$ cat src/rtl/nand_async_cycle_gen.sv
// nand_async_cycle_gen
//   Asynchronous-mode NAND bus-cycle generator. Turns one request (CMD, ADDR,
//   DIN write or DOUT read) into a SETUP / PULSE / HOLD pin sequence on
//   CLE, ALE, WE#, RE#, CE# and the DQ output enable. All pin-facing outputs
//   are registered in clk0.
//
// Parameters
//   DQ_WIDTH  DQ bus width
//   NUM_CE    number of chip enables (>=1)
//   T_SETUP   cycles in SETUP (>=1)
//   T_PULSE   cycles WE#/RE# are held low (>=1)
//   T_HOLD    cycles in HOLD (>=1)
//   CE_IDLE   idle cycles CE# stays low after a bus cycle (0 = release at once)
//
// Ports
//   clk0, rst0         clock, async active-high reset
//   req_valid/ready    request handshake, accepted in IDLE only
//   req_type           0=CMD 1=ADDR 2=DIN 3=DOUT
//   req_ce, req_data   target CE index, command/address/write byte
//   rsp_valid/data     one-cycle pulse carrying the captured read byte
//   err                one-cycle pulse for an out-of-range req_ce
//   cle, ale, wen, wrn NAND strobes (wen/wrn active low)
//   cen                CE#, one-hot-low
//   dq_out, dq_oe_n    DQ drive value and active-low output enable
//   dq_in              DQ pad input
module nand_async_cycle_gen #(
  parameter int DQ_WIDTH = 8,
  parameter int NUM_CE   = 2,
  parameter int T_SETUP  = 1,
  parameter int T_PULSE  = 2,
  parameter int T_HOLD   = 1,
  parameter int CE_IDLE  = 4,
  localparam int CE_W    = (NUM_CE > 1) ? $clog2(NUM_CE) : 1
) (
  input  logic                clk0,
  input  logic                rst0,
  input  logic                req_valid,
  output logic                req_ready,
  input  logic [1:0]          req_type,
  input  logic [CE_W-1:0]     req_ce,
  input  logic [DQ_WIDTH-1:0] req_data,
  output logic                rsp_valid,
  output logic [DQ_WIDTH-1:0] rsp_data,
  output logic                err,
  output logic                cle,
  output logic                ale,
  output logic                wen,
  output logic                wrn,
  output logic [NUM_CE-1:0]   cen,
  output logic [DQ_WIDTH-1:0] dq_out,
  output logic                dq_oe_n,
  input  logic [DQ_WIDTH-1:0] dq_in
);

  typedef enum logic [1:0] {S_IDLE, S_SETUP, S_PULSE, S_HOLD} state_t;
  typedef enum logic [1:0] {RT_CMD, RT_ADDR, RT_DIN, RT_DOUT} rtype_t;

  localparam int T_MAX = (T_SETUP > T_PULSE) ?
                         ((T_SETUP > T_HOLD) ? T_SETUP : T_HOLD) :
                         ((T_PULSE > T_HOLD) ? T_PULSE : T_HOLD);
  // Timer holds "cycles left minus one" so it only needs T_MAX-1.
  localparam int TW    = (T_MAX > 1) ? $clog2(T_MAX) : 1;
  localparam int IW    = (CE_IDLE > 0) ? $clog2(CE_IDLE + 1) : 1;

  state_t               state_q, state_d;
  logic [TW-1:0]        tmr_q, tmr_d;
  logic [IW-1:0]        idle_q, idle_d;
  rtype_t               type_q, type_d;

  logic                 ready_d, rsp_valid_d, err_d;
  logic [DQ_WIDTH-1:0]  rsp_data_d, dq_out_d;
  logic                 cle_d, ale_d, wen_d, wrn_d, dq_oe_n_d;
  logic [NUM_CE-1:0]    cen_d;

  logic                 accept, ce_bad, accept_ok, accept_bad, tmr_done, pulse_d;

  assign accept     = (state_q == S_IDLE) && req_valid && req_ready;
  assign ce_bad     = (32'(req_ce) >= 32'(NUM_CE));
  assign accept_ok  = accept && !ce_bad;
  assign accept_bad = accept && ce_bad;
  assign tmr_done   = (tmr_q == '0);

  // State register plus all registered pins.
  always_ff @(posedge clk0 or posedge rst0) begin
    if (rst0) begin
      state_q   <= S_IDLE;
      tmr_q     <= '0;
      idle_q    <= '0;
      type_q    <= RT_CMD;
      req_ready <= 1'b0;
      rsp_valid <= 1'b0;
      rsp_data  <= '0;
      err       <= 1'b0;
      cle       <= 1'b0;
      ale       <= 1'b0;
      wen       <= 1'b1;
      wrn       <= 1'b1;
      cen       <= '1;
      dq_out    <= '0;
      dq_oe_n   <= 1'b1;
    end else begin
      state_q   <= state_d;
      tmr_q     <= tmr_d;
      idle_q    <= idle_d;
      type_q    <= type_d;
      req_ready <= ready_d;
      rsp_valid <= rsp_valid_d;
      rsp_data  <= rsp_data_d;
      err       <= err_d;
      cle       <= cle_d;
      ale       <= ale_d;
      wen       <= wen_d;
      wrn       <= wrn_d;
      cen       <= cen_d;
      dq_out    <= dq_out_d;
      dq_oe_n   <= dq_oe_n_d;
    end
  end

  // Next state. One down-counter, reloaded with (T-1) on every state entry.
  always_comb begin
    state_d = state_q;
    tmr_d   = tmr_done ? tmr_q : tmr_q - TW'(1);
    type_d  = type_q;
    case (state_q)
      S_IDLE: begin
        if (accept_ok) begin
          state_d = S_SETUP;
          tmr_d   = TW'(T_SETUP - 1);
          type_d  = rtype_t'(req_type);
        end
      end
      S_SETUP: begin
        if (tmr_done) begin
          state_d = S_PULSE;
          tmr_d   = TW'(T_PULSE - 1);
        end
      end
      S_PULSE: begin
        if (tmr_done) begin
          state_d = S_HOLD;
          tmr_d   = TW'(T_HOLD - 1);
        end
      end
      S_HOLD: begin
        if (tmr_done) state_d = S_IDLE;
      end
      default: state_d = S_IDLE;
    endcase
  end

  // Next pin values. The cen and dq_out registers double as the latched
  // CE index and data byte, so only the request type needs its own latch.
  always_comb begin
    ready_d     = (state_d == S_IDLE);
    err_d       = accept_bad;
    rsp_valid_d = 1'b0;
    rsp_data_d  = rsp_data;
    cle_d       = cle;
    ale_d       = ale;
    cen_d       = cen;
    dq_out_d    = dq_out;
    dq_oe_n_d   = dq_oe_n;
    idle_d      = idle_q;
    pulse_d     = (state_d == S_PULSE);
    wen_d       = !(pulse_d && (type_q != RT_DOUT));
    wrn_d       = !(pulse_d && (type_q == RT_DOUT));
    case (state_q)
      S_IDLE: begin
        if (accept_ok) begin
          // Same CE inside the hold-off window rewrites an identical value,
          // a different CE swaps the low bit in this single edge.
          for (int i = 0; i < NUM_CE; i++) cen_d[i] = (req_ce != CE_W'(i));
          cle_d     = (rtype_t'(req_type) == RT_CMD);
          ale_d     = (rtype_t'(req_type) == RT_ADDR);
          dq_oe_n_d = (rtype_t'(req_type) == RT_DOUT);
          if (rtype_t'(req_type) != RT_DOUT) dq_out_d = req_data;
          idle_d    = '0;
        end else if (idle_q == IW'(1)) begin
          cen_d  = '1;
          idle_d = '0;
        end else if (idle_q != '0) begin
          idle_d = idle_q - IW'(1);
        end
      end
      S_PULSE: begin
        // Read byte is sampled on the edge that ends the last PULSE cycle.
        if (tmr_done && (type_q == RT_DOUT)) begin
          rsp_valid_d = 1'b1;
          rsp_data_d  = dq_in;
        end
      end
      S_HOLD: begin
        if (tmr_done) begin
          cle_d     = 1'b0;
          ale_d     = 1'b0;
          dq_oe_n_d = 1'b1;
          if (CE_IDLE == 0) cen_d  = '1;
          else              idle_d = IW'(CE_IDLE);
        end
      end
      default: ;
    endcase
  end

endmodule

$ cat config.mk
export PLATFORM = sky130hd
export DESIGN_NAME = nand_async_cycle_gen
export DESIGN_NICKNAME = d
export VERILOG_FILES = /design/src/rtl/nand_async_cycle_gen.sv
export SDC_FILE = /design/constraint.sdc
export NUM_CORES = 1
export LEC_CHECK = 0
export BUFFER_PORTS_ARGS = -buffer_cell sky130_fd_sc_hd__buf_4
export CAP_MARGIN = 30
export CELL_PAD_IN_SITES_DETAIL_PLACEMENT = 0
export CELL_PAD_IN_SITES_GLOBAL_PLACEMENT = 1
export CORE_MARGIN = 2
export CORE_UTILIZATION = 35
export CTS_CLUSTER_SIZE = 28
export DETAILED_ROUTE_END_ITERATION = 7
export PLACE_DENSITY_LB_ADDON = 0.15
export REMOVE_ABC_BUFFERS = 1
export SETUP_SLACK_MARGIN = 0.3
export SLEW_MARGIN = 20
export SYNTH_ARGS = -nofsm -noshare
export SYNTH_HDL_FRONTEND = slang
export SYNTH_SLANG_ARGS = --single-unit
export TNS_END_PERCENT = 100
$ cat constraint.sdc
create_clock -name clk0 -period 1.7 [get_ports clk0]
set_clock_uncertainty 0.05 [all_clocks]
set_input_delay 0.34 -clock clk0 [delete_from_list [all_inputs] [get_ports clk0]]
set_output_delay 0.34 -clock clk0 [all_outputs]
set_load 0.05 [all_outputs]
* Word level (Yosys, flattened, before mapping) *
Cells that the tools add are included.

storage, ports and cells
  flip-flop bits (word level) = 33
  word-level logic and storage cells = 77
  input port bits = 22

cells by class
  eq/ne operators = 13
  add/subtract/negate cells = 2
  mux-type cells = 27
  bitwise operators = 2
  reductions and logical operators = 19

operators with widths
  kind                                               count
  two-way mux 2 bit                                  6
  two-way mux 3 bit                                  4
  two-way mux 1 bit                                  11
  == test 2 bit (second input constant)              5
  AND reduction 3 bit                                3
  != test 2 bit (second input constant)              4
  one-hot mux 2 bit (4 select lines)                 1
  zero test 2 bit                                    3
  one-hot mux 1 bit (2 select lines)                 3
  one-hot mux 3 bit (2 select lines)                 1
  AND reduction 2 bit                                3
  logical AND 1 bit                                  5
  == test 2 x 1 -> 1 bit (second input constant)     2
  != test 4 x 2 -> 1 bit (second input constant)     1
  nonzero test 2 bit                                 2
  == test 3 x 1 -> 1 bit (second input constant)     1
  one-hot mux 1 bit (3 select lines)                 1
  nonzero test 3 bit                                 1
  subtractor 3 x 1 -> 3 bit (second input constant)  1
  zero test 1 bit                                    2
  NOT 1 bit                                          2
  subtractor 1 bit (second input constant)           1

* Longest topological paths before layout *
Gate-level depths: netlist of run 1.

  depth in word-level cells = 8
  depth in mapped cells = 8
  depth with buffers taken out = 6

* Worst setup path after synthesis of run 1 *
No wires, ideal clock.

  kind = register -> register
  start point = reg state_q[0]
  end point = reg cle
  buffers on the path = 1
  cell stages (with the launch flop) = 7
  arrival time = 1.475 ns
  period minus slack after synthesis = 1.650 ns
  data required time = 1.525 ns
  slack = 0.050 ns
  setup time = 0.125 ns
  path through = dfrtp_1 inv_1 ha_1 buf_4 nand2b_1 a22oi_1 mux2_2

on the way
  longest elaborated chain between the ends = 5
  elaborated cells between the ends (all ways) = 9

ends and longest elaborated chain
  item                             line     RTL
  from (decl)                      65       state_t state_q, state_d;
  from (signal assigned)           102      state_q <= state_d;
  zero test 2 bit                  77, 168
  logical AND 1 bit (2 in series)  77       assign accept = (state_q == S_IDLE) && req_valid && req_ready;
  != test 2 bit (no line)          -
  AND reduction 3 bit (no line)    -
  to (signal assigned)             110      cle <= cle_d;
  to (decl)                        45       output logic cle,

Parallel ways exist; a longest one is shown, timed or not.
A chain may end at the register's enable or synchronous reset.

* Worst setup path after layout of run 1 *
  start point = reg state_q[1]
  end point = reg rsp_data[3]

on the way
  longest elaborated chain between the ends = 2

ends and longest elaborated chain
  item                           line  RTL
  == test 2 bit                  168   case (state_q)
  AND reduction 2 bit (no line)  -
  to (signal assigned)           108   rsp_data <= rsp_data_d;
  to (decl)                      43    output logic [DQ_WIDTH-1:0] rsp_data,

No other way between the ends.

==> flow_summary_export.csv, run 1 <==
group,metric,value,unit
synthesis,yosysSeqAreaShare,54.37,%
global_routing,grt_pass1_wl,5858,microns
cells_and_area,drive_above_1_share,65.80,%
global_routing,grt_overflow,0,
drt,drt_first_pass_iters,4,
floorplan,core_region_area,0.004294,sq mm
drt,viasPerCell,4.812,
run,max-cap-violations,0,
worst_setup_path,worstPathRequired,1.81,ns
global_routing,grt_max_degree,34,
floorplan,initial_core_util,35.64,%
drt,routed_wirelength,3615,microns
floorplan,die_w,70.12,microns
worst_setup_path,critical_path_class,"reg2reg",
drt,routedWlPerCell,14.76,microns
drt,detail-route-antenna-nets,0,
floorplan,io_pins,48,
synthesis,synth_top_area_share,45.79,%
synthesis,ys_seq_elements,33,
cts,htreeDepth,2,
worst_setup_path,end_kind,"register",
sta,tns,0,ns
hold_path,min-delay-path-class,"in2async",
sta,fin_crit_sh,98.38,%
sta,hold_ws,0.08982,ns
cts,cts_tree,"built",
sta,drv_slew,0,
floorplan,die_area,0.004917,sq mm
synthesis,synth.distinct_cells,42,
drt,drt_iter0_markers,53,
global_routing,first_global_vias,1277,
synthesis,syn_area_per_cell,12.86,sq um
worst_setup_path,worst_ep_arrival_time,1.78,ns
cells_and_area,final_common_cell,"buf_4",
worst_setup_path,rrSetupSlack,0.03,ns
placement,place_worst_setup_slack,-0.03827,ns
worst_setup_path,reg2reg_to,"rsp_data[3]$_DFFE_PP0P_",
global_routing,grt_use_total,15.33,%
power_and_ir_drop,total_power,5.654,mW
placement,numPortBuffers,46,
cells_and_area,final_area,0.002437,sq mm
cells_and_area,stdcell_count,245,
sta,period_needed,1.672,ns
cells_and_area,num-fill-cells,367,
power_and_ir_drop,powerDensity,2320,mW/mm^2
power_and_ir_drop,irDropWorstVdd,1.239,mV
cts,cts_hold_buf,0,
placement,dp.cells,224,
drt,drc,0,
sta,rsz0062_at_grt,"yes",
sta,fmax,0.5979,GHz
synthesis,synth_area_leaders,"dfrtp_1 (46%), dfstp_2 (8.6%), mux2_4 (7.8%), mux2_1 (5.9%), ha_1 (5.7%)",
cts,cts_sinks,33,
worst_setup_path,path_max_fanout,5,
floorplan,num_rows,24,
cells_and_area,nets,221,
cells_and_area,antenna_cells,0,
synthesis,syn_area,0.001530,sq mm
placement,hpwl,2259,microns
placement,dpl_cell_area,0.001992,sq mm
cts,max-clock-path-buffers,2,
worst_setup_path,rr_startpoint,"state_q[1]$_DFF_PP0_",
cts,path_clk_slew,0.07,ns
floorplan,die_y,70.12,microns
worst_setup_path,cp-start-kind,"register",
cells_and_area,final_cell_mix,"buf_4 (55), dfrtp_1 (27), mux2_4 (17)",
sta,setup_slack,0.02755,ns
synthesis,syn_inst,119,
drt,via_count,1179,
global_routing,antenna_found_initial,0,
synthesis,yosysTopAreaCell,"dfrtp_1",
outcome,status,"complete, no violations",
sta,finalHoldViolations,0,
sta,setup_viol,0,
cells_and_area,syn2layout_area_growth,59.28,%
cts,cts_buffers,5,
placement,place.gp.congestion,0.7979,
cts,clk-insertion-delay-late,0.28,ns
cts,cts_root_buf,"clkbuf_8",
cells_and_area,utilization,56.76,%
power_and_ir_drop,p_leak,1.179,nW
worst_setup_path,r2r.worst_path.cells,6,
synthesis,yosys_warnings,0,
metal layers:
| layer | global-route usage, % | up-vias | routed length [microns] |
|---|---|---|---|
| met1 | 18.35 | 579 | 1487 |
| met4 | 5.342 | 0 | 63 |
| met3 | 6.061 | 7 | 226 |
| met2 | 25.08 | 34 | 1839 |
| met5 | 0 | - | 0 |
| li1 | - | 559 | - |
state kept, by name (all words and copies together), names as in the netlist:
| signal | flops |
|---|---|
| ale | 1 |
| cen | 2 |
| cle | 1 |
| dq_oe_n | 1 |
| dq_out | 8 |
| idle_q | 3 |
| req_ready | 1 |
| rsp_data | 8 |
| rsp_valid | 1 |
| state_q | 2 |
| tmr_q | 1 |
| type_q | 2 |
| wen | 1 |
| wrn | 1 |
area by class of cell:
class,instances,area (sq um),area share [%]
Clock buffer,8,90.09,3.696
Inverter,9,33.78,1.386
Multi-Input combinational cell,73,817.0,33.52
Sequential cell,33,833.3,34.19
Tap cell,52,65.06,2.669
Timing Repair Buffer,70,598.1,24.54
repair_timing:
action,in CTS,in global routing
buffers inserted,5,6
pin swaps,6,13
setup endpoints to repair,34,35
resized for setup,26,33
cloned,1,1
synthesized netlist by cell type, drive strengths merged:
cell,count
a211oi,1
a21boi,1
a21oi,3
a22oi,1
a2bb2oi,1
and2,1
and3,1
buf,5
conb,1
dfrtp,28
dfstp,5
ha,7
inv,9
mux2,17
nand2,10
nand2b,3
nand3,2
nand4bb,1
nor2,1
nor2b,1
nor3,2
o2111ai,1
o211ai,1
o21a,2
o21ai,2
o21bai,1
o22a,3
o22ai,2
o32ai,2
or2,1
or3,1
or3b,1
or4b,1
logic make-up (layout without fill, tap and decap cells):
kind of cell | after synthesis | count (layout) | share of synthesized area (%)
simple gates | 26 | 27 | 10.06
flops | 33 | 33 | 54.37
fa+ha+maj | 7 | 7 | 5.723
mux | 17 | 17 | 14.47
buf+inv | 14 | 87 | 4.742
other cells | 1 | 1 | 0.2451
compound gates | 21 | 21 | 10.38
worst max path at each step:
stage	startpoint	to	slack [ns]	cells after the start
5_1_grt	state_q[1]$_DFF_PP0_	req_ready$_DFF_PP0_	-0.04	7
3_3_place_gp	state_q[1]$_DFF_PP0_	req_ready$_DFF_PP0_	-0.03	7
4_1_cts	state_q[1]$_DFF_PP0_	req_ready$_DFF_PP0_	0.07	7
2_1_floorplan	state_q[1]$_DFF_PP0_	dq_out[0]$_DFFE_PP0P_	-0.04	5
6_report	state_q[1]$_DFF_PP0_	rsp_data[3]$_DFFE_PP0P_	0.03	6
3_5_place_dp	state_q[0]$_DFF_PP0_	rsp_data[3]$_DFFE_PP0P_	-0.04	6
worst max-delay path: stages, from the launching register on:
cell	delay (ns)
dfrtp_2	0.43
buf_12	0.12
ha_4	0.13
inv_2	0.04
or3_4	0.34
buf_6	0.15
mux2_4	0.29
where the power goes:
part / switching (mW) / total [mW] / internal (mW)
combinational: 1.97 / 3.60 / 1.64
sequential: 0.249 / 1.45 / 1.20
clock: 0.270 / 0.600 / 0.330
total: 2.49 / 5.65 / 3.17
Note: power is estimated with default switching activity, not from simulation.
==> run 2: changes to the inputs <==
--- a/config.mk
+++ b/config.mk
@@ -10,10 +10,11 @@
 export CELL_PAD_IN_SITES_DETAIL_PLACEMENT = 0
 export CELL_PAD_IN_SITES_GLOBAL_PLACEMENT = 1
 export CORE_MARGIN = 2
-export CORE_UTILIZATION = 35
+export CORE_UTILIZATION = 41
 export CTS_CLUSTER_SIZE = 28
 export DETAILED_ROUTE_END_ITERATION = 7
 export PLACE_DENSITY_LB_ADDON = 0.15
+export RECOVER_POWER = 25
 export REMOVE_ABC_BUFFERS = 1
 export SETUP_SLACK_MARGIN = 0.3
 export SLEW_MARGIN = 20
==> constraint.sdc (replaced) <==
create_clock -name clk0 -period 2.1 [get_ports clk0]
set_clock_uncertainty 0.05 [all_clocks]
set_input_delay 0.42 -clock clk0 [delete_from_list [all_inputs] [get_ports clk0]]
set_output_delay 0.42 -clock clk0 [all_outputs]
set_load 0.05 [all_outputs]
==> run 2 against run 1 <==
- fmax shrank 4.6%
- critical path type unchanged
- critical endpoint is now cle$_DFFE_PP0P_
- power shrank 32%
- flip-flop and latch count is the same
- first-iteration DRC count shrank 47%
- combinational power shrank 40%
- sequential share of layout area grew 6.6 points
- highest routed layer unchanged
- register-to-register slack gained 0.32 ns
==> flow_summary_export.csv, run 2 (same netlist as run 1, synthesis figures left out) <==
group,metric,value,unit
floorplan,die_y,65.09,microns
drt,routed_wirelength,2983,microns
cells_and_area,drive_above_1_share,46.24,%
worst_setup_path,cp-start-kind,"register",
global_routing,grt_util_met2,27.96,%
cells_and_area,utilization,56.16,%
worst_setup_path,cp-endpoint,"cle$_DFFE_PP0P_",
outcome,status,"complete, no violations",
cells_and_area,stdcell_count,221,
worst_setup_path,r2r.worst_path.cells,5,
cts,cts_buffers,5,
cts,path_clk_slew,0.07,ns
sta,finalHoldViolations,0,
cells_and_area,syn2layout_area_growth,33.36,%
sta,worst_slew_margin_rel,20.24,%
drt,drc,0,
floorplan,die_area,0.004237,sq mm
worst_setup_path,path_max_fanout,10,
global_routing,grt_overflow,0,
worst_setup_path,end_kind,"register",
global_routing,grt_util_met1,18.74,%
cells_and_area,final_area,0.002041,sq mm
cts,cts_root_buf,"clkbuf_8",
worst_setup_path,critical_path_class,"reg2reg",
floorplan,core_region_area,0.003633,sq mm
floorplan,initial_core_util,42.11,%
global_routing,antenna_found_initial,0,
worst_setup_path,rrSetupSlack,0.35,ns
cts,cts_hold_buf,0,
run,max-cap-violations,0,
placement,numPortBuffers,46,
placement,hpwl,2272,microns
global_routing,first_global_vias,1126,
sta,worst_pin_slew,1.196,ns
drt,viasPerCell,4.869,
global_routing,grt_max_degree,23,
cts,cts_tree,"built",
placement,dpl_cell_area,0.001934,sq mm
power_and_ir_drop,total_power,3.840,mW
sta,tns,0,ns
sta,setup_viol,0,
cts,cts_sinks,33,
power_and_ir_drop,p_leak,1.011,nW
cells_and_area,final_common_cell,"buf_4",
drt,drt_iter0_markers,28,
cells_and_area,final_cell_mix,"buf_4 (48), dfrtp_1 (28), nand2_1 (9)",
worst_setup_path,rr_startpoint,"state_q[1]$_DFF_PP0_",
sta,hold_ws,0.2200,ns
sta,fin_crit_sh,83.52,%
sta,fmax,0.5702,GHz
global_routing,met3_usage,4.623,%
worst_setup_path,reg2reg_to,"cle$_DFFE_PP0P_",
drt,routedWlPerCell,13.50,microns
sta,rsz0062_at_grt,"yes",
global_routing,grt_pass1_wl,5126,microns
cts,clk-insertion-delay-late,0.28,ns
power_and_ir_drop,irDropWorstVdd,0.8363,mV
hold_path,min-delay-path-class,"in2async",
cts,cts_setup_buffers,0,
placement,dp.cells,213,
worst_setup_path,worstPathRequired,2.22,ns
cells_and_area,nets,201,
floorplan,num_rows,22,
worst_setup_path,worst_ep_arrival_time,1.87,ns
global_routing,grt-busiest-layer,"met2",
placement,place.gp.congestion,0.7243,
cells_and_area,antenna_cells,0,
drt,drt_first_pass_iters,4,
placement,place_worst_setup_slack,0.1982,ns
global_routing,grt_use_total,16.18,%
sta,setup_slack,0.3461,ns
drt,detail-route-antenna-nets,0,
floorplan,io_pins,48,
cts,htreeDepth,2,
worst_setup_path,cp-startpoint,"state_q[1]$_DFF_PP0_",
floorplan,die_w,65.09,microns
power_and_ir_drop,powerDensity,1882,mW/mm^2
cts,max-clock-path-buffers,2,
sta,period_needed,1.754,ns
drt,via_count,1076,
cells_and_area,num-fill-cells,322,
sta,drv_slew,0,
cells_and_area,reg_top3,"dq_out x8, rsp_data x8, idle_q x3",
[run 2: layout make-up]
cell class	count	area [sq um]	share of cell area [%]
clock inverter	1	5.005	0.2452
sequential	33	832.0	40.77
inverter	9	33.78	1.655
multi-input combinational	72	638.1	31.27
tap	48	60.06	2.943
clock buffer	7	96.34	4.721
timing repair buffer	51	375.4	18.39
[run 2: power by group]
group	switching, mW	total, mW	internal (mW)
Clock	0.221	0.517	0.296
Combinational	1.34	2.16	0.812
Sequential	0.198	1.17	0.968
Total	1.76	3.84	2.08
[run 2: worst min-delay path by stage]
| stage | from | to | slack (ns) | cells after the start |
|---|---|---|---|---|
| 2_1_floorplan | type_q[0]$_DFFE_PP0P_ | wrn$_DFF_PP1_ | 0.41 | 1 |
| 3_3_place_gp | rst0 | rsp_data[2]$_DFFE_PP0P_ | 0.39 | 3 |
| 3_5_place_dp | rst0 | rsp_data[7]$_DFFE_PP0P_ | 0.39 | 3 |
| 4_1_cts | rst0 | rsp_data[7]$_DFFE_PP0P_ | 0.09 | 3 |
| 5_1_grt | req_ce | cen[1]$_DFFE_PP1P_ | 0.23 | 2 |
| 6_report | rst0 | rsp_data[6]$_DFFE_PP0P_ | 0.22 | 3 |
[run 2: critical path, stage by stage (launching register included)]
cell     delay [ns]
dfrtp_1        0.42
inv_1          0.13
ha_2           0.30
nand3_2        0.14
a22oi_1        0.23
mux2_2         0.36
[run 2: what timing repair did]
item,in CTS,in global routing
hold endpoints to repair,0,0
pin swaps,0,1
setup endpoints to repair,11,12
gates resized for setup,2,2
[run 2: layer usage]
metal	vias to the layer above	wire length [microns]
li1	520	-
met1	519	1270
met2	30	1497
met3	7	162
met4	0	53
met5	-	0
==> run 3: changes to the inputs <==
--- a/config.mk
+++ b/config.mk
@@ -5,12 +5,13 @@
 export SDC_FILE = /design/constraint.sdc
 export NUM_CORES = 1
 export LEC_CHECK = 0
+export ABC_AREA = 1
 export BUFFER_PORTS_ARGS = -buffer_cell sky130_fd_sc_hd__buf_4
 export CAP_MARGIN = 30
 export CELL_PAD_IN_SITES_DETAIL_PLACEMENT = 0
 export CELL_PAD_IN_SITES_GLOBAL_PLACEMENT = 1
 export CORE_MARGIN = 2
-export CORE_UTILIZATION = 41
+export CORE_UTILIZATION = 33
 export CTS_CLUSTER_SIZE = 28
 export DETAILED_ROUTE_END_ITERATION = 7
 export PLACE_DENSITY_LB_ADDON = 0.15
==> constraint.sdc (replaced) <==
create_clock -name clk0 -period 1.44 [get_ports clk0]
set_clock_uncertainty 0.05 [all_clocks]
set_input_delay 0.288 -clock clk0 [delete_from_list [all_inputs] [get_ports clk0]]
set_output_delay 0.288 -clock clk0 [all_outputs]
set_load 0.05 [all_outputs]
==> run 3 against run 2 <==
- combinational power is 81% higher
- clock power is 29% higher
- setup slack worse by 0.31 ns
- via count is 26% higher
- register-to-register slack worse by 0.31 ns
- highest routed layer unchanged
- wire length is 26% higher
==> flow_summary_export.csv, run 3 <==
group,metric,value,unit
outcome,status,"complete, no violations",
worst_setup_path,critical_path_class,"reg2reg",
sta,worst_pin_slew,0.8210,ns
floorplan,num_rows,24,
cts,htreeDepth,2,
global_routing,grt_overflow,0,
placement,place.gp.congestion,0.8419,
drt,drc,0,
floorplan,die_w,71.54,microns
sta,hold_ws,0.1231,ns
synthesis,synth_flop_cell,"dfrtp_1",
cells_and_area,utilization,55.45,%
global_routing,grt_max_degree,34,
cts,cts_tree,"built",
drt,via_count,1356,
placement,numPortBuffers,46,
sta,rsz0062_at_grt,"yes",
drt,drt_iter0_markers,35,
synthesis,synth_common_cells,"nand2_1 (75), dfrtp_1 (28), inv_1 (16)",
synthesis,syn_area,0.001505,sq mm
synthesis,synth_edf_count,0,
sta,fmax,0.7104,GHz
global_routing,first_global_vias,1449,
global_routing,grt_use_total,15.90,%
run,max-cap-violations,0,
drt,routed_wirelength,3767,microns
floorplan,core_region_area,0.004384,sq mm
worst_setup_path,cp-start-kind,"register",
cells_and_area,nets,274,
global_routing,grt_pass1_wl,6320,microns
floorplan,initial_core_util,34.33,%
placement,place_worst_setup_slack,-0.07263,ns
sta,setup_viol,0,
sta,setup_slack,0.03231,ns
cells_and_area,antenna_cells,0,
cells_and_area,final_common_cell,"nand2_1",
synthesis,yosysTopAreaCell,"dfrtp_1",
drt,viasPerCell,4.550,
worst_setup_path,end_kind,"register",
cells_and_area,syn2layout_area_growth,61.51,%
drt,drt_first_pass_iters,4,
synthesis,synth.distinct_cells,25,
drt,detail-route-antenna-nets,0,
cells_and_area,reg_top3,"dq_out x8, rsp_data x8, idle_q x3",
power_and_ir_drop,irDropWorstVdd,1.431,mV
hold_path,min-delay-path-class,"in2reg",
floorplan,die_y,71.54,microns
worst_setup_path,worstPathRequired,1.61,ns
synthesis,ys_seq_elements,33,
floorplan,die_area,0.005117,sq mm
cts,clk-insertion-delay-late,0.28,ns
synthesis,yosys_warnings,0,
global_routing,antenna_found_initial,0,
sta,worst_slew_margin_rel,45.27,%
worst_setup_path,path_max_fanout,4,
sta,drv_slew,0,
cts,max-clock-path-buffers,2,
cells_and_area,drive_above_1_share,47.15,%
cts,path_clk_slew,0.07,ns
worst_setup_path,worst_ep_arrival_time,1.58,ns
synthesis,async_flop_share,100.0,%
drt,routedWlPerCell,12.64,microns
synthesis,syn_inst,172,
synthesis,yosysSeqAreaShare,55.28,%
placement,hpwl,2625,microns
cts,cts_buffers,5,
cells_and_area,final_cell_mix,"nand2_1 (70), buf_4 (36), dfrtp_1 (28)",
synthesis,synth_top_area_share,46.55,%
synthesis,yosysMostFrequentCell,"nand2_1",
floorplan,io_pins,48,
cts,cts_sinks,33,
power_and_ir_drop,p_leak,1.256,nW
sta,finalHoldViolations,0,
sta,fin_crit_sh,97.76,%
cts,cts_root_buf,"clkbuf_8",
synthesis,synth_area_leaders,"dfrtp_1 (47%), nand2_1 (19%), dfstp_2 (8.7%), ha_1 (5.8%), inv_1 (4.0%)",
sta,period_needed,1.408,ns
synthesis,syn_area_per_cell,8.751,sq um
power_and_ir_drop,powerDensity,2594,mW/mm^2
power_and_ir_drop,total_power,6.305,mW
[run 3: changes by cell type after synthesis, moves of 8 or more]
cell     previous run  this run
mux2_4              8         0
inv_1               8        16
mux2_1              8         0
nand2_1             9        75
nor2_1              1         9
[run 3: path summary, 6_finish.rpt]
kind,startpoint,end,slack [ns],cells after the start
worst max register to register,state_q[1]$_DFF_PP0_,req_ready$_DFF_PP0_,0.03,9
worst min register to register,type_q[1]$_DFFE_PP0P_,type_q[1]$_DFFE_PP0P_,0.45,2
worst min-delay path,req_ce,cen[1]$_DFFE_PP1P_,0.12,2
max in group asynchronous,rst0,cle$_DFFE_PP0P_,0.63,3
min in group asynchronous,rst0,dq_out[4]$_DFFE_PP0P_,0.20,3
worst max-delay path,state_q[1]$_DFF_PP0_,req_ready$_DFF_PP0_,0.03,9
[run 3: area by class of cell]
class / instances / area (sq um)
Clock inverter: 2 / 10.01
Inverter: 19 / 81.33
Clock buffer: 6 / 72.57
Multi-Input combinational cell: 118 / 735.7
Fill cell: 414 / 1953
Timing Repair Buffer: 67 / 628.1
Timing Repair inverter: 1 / 6.256
Sequential cell: 33 / 832.0
Tap cell: 52 / 65.06
[run 3: power by group]
| part | internal [mW] | total, mW | switching [mW] |
|---|---|---|---|
| sequential | 1.39 | 1.73 | 0.338 |
| clock | 0.335 | 0.668 | 0.334 |
| combinational | 1.54 | 3.90 | 2.37 |
[run 3: timing repair]
action / CTS / global route
setup endpoints to repair: 57 / 57
hold buffers: 0 / 0
pin swaps: 12 / 12
gates resized for setup: 59 / 17
setup buffers: 7 / 2
gates cloned: 0 / 1
[run 3: logic make-up after synthesis]
kind of cell | count (synthesis) | share of synthesized area, %
fa+ha+maj | 7 | 5.819
simple gates | 94 | 25.69
xor+xnor | 1 | 0.5820
other cells | 1 | 0.2491
buf+inv | 21 | 5.985
flops | 33 | 55.28
compound gates | 15 | 6.401
[run 3: per-stage QoR]
stage / setup TNS, ns / cell area (sq um) / std cells
after floorplan: -1.531 / 1486 / 170
after global placement: -0.02032 / 1987 / 280
after detailed placement: -0.7692 / 1987 / 280
after CTS: 0 / 2360 / 295
after global routing: -0.1790 / 2431 / 298
final: 0 / 2431 / 298
[run 3: critical path, stage by stage, from the launching register on]
cell     delay [ns]
dfrtp_1        0.39
buf_4          0.17
ha_4           0.18
nand2_4        0.08
nand2_1        0.06
nand2_1        0.07
nand2_1        0.07
nand2_1        0.07
nand2_2        0.09
nor2_2         0.10
[run 3: routing by layer]
metal / vias up / track usage (%) / part of all wire (%)
met1: 647 / 17.99 / 41
met3: 4 / 5.063 / 4.8
li1: 676 / - / -
met5: - / 0 / 0
met4: 0 / 5.031 / 1.4
met2: 29 / 28.40 / 53
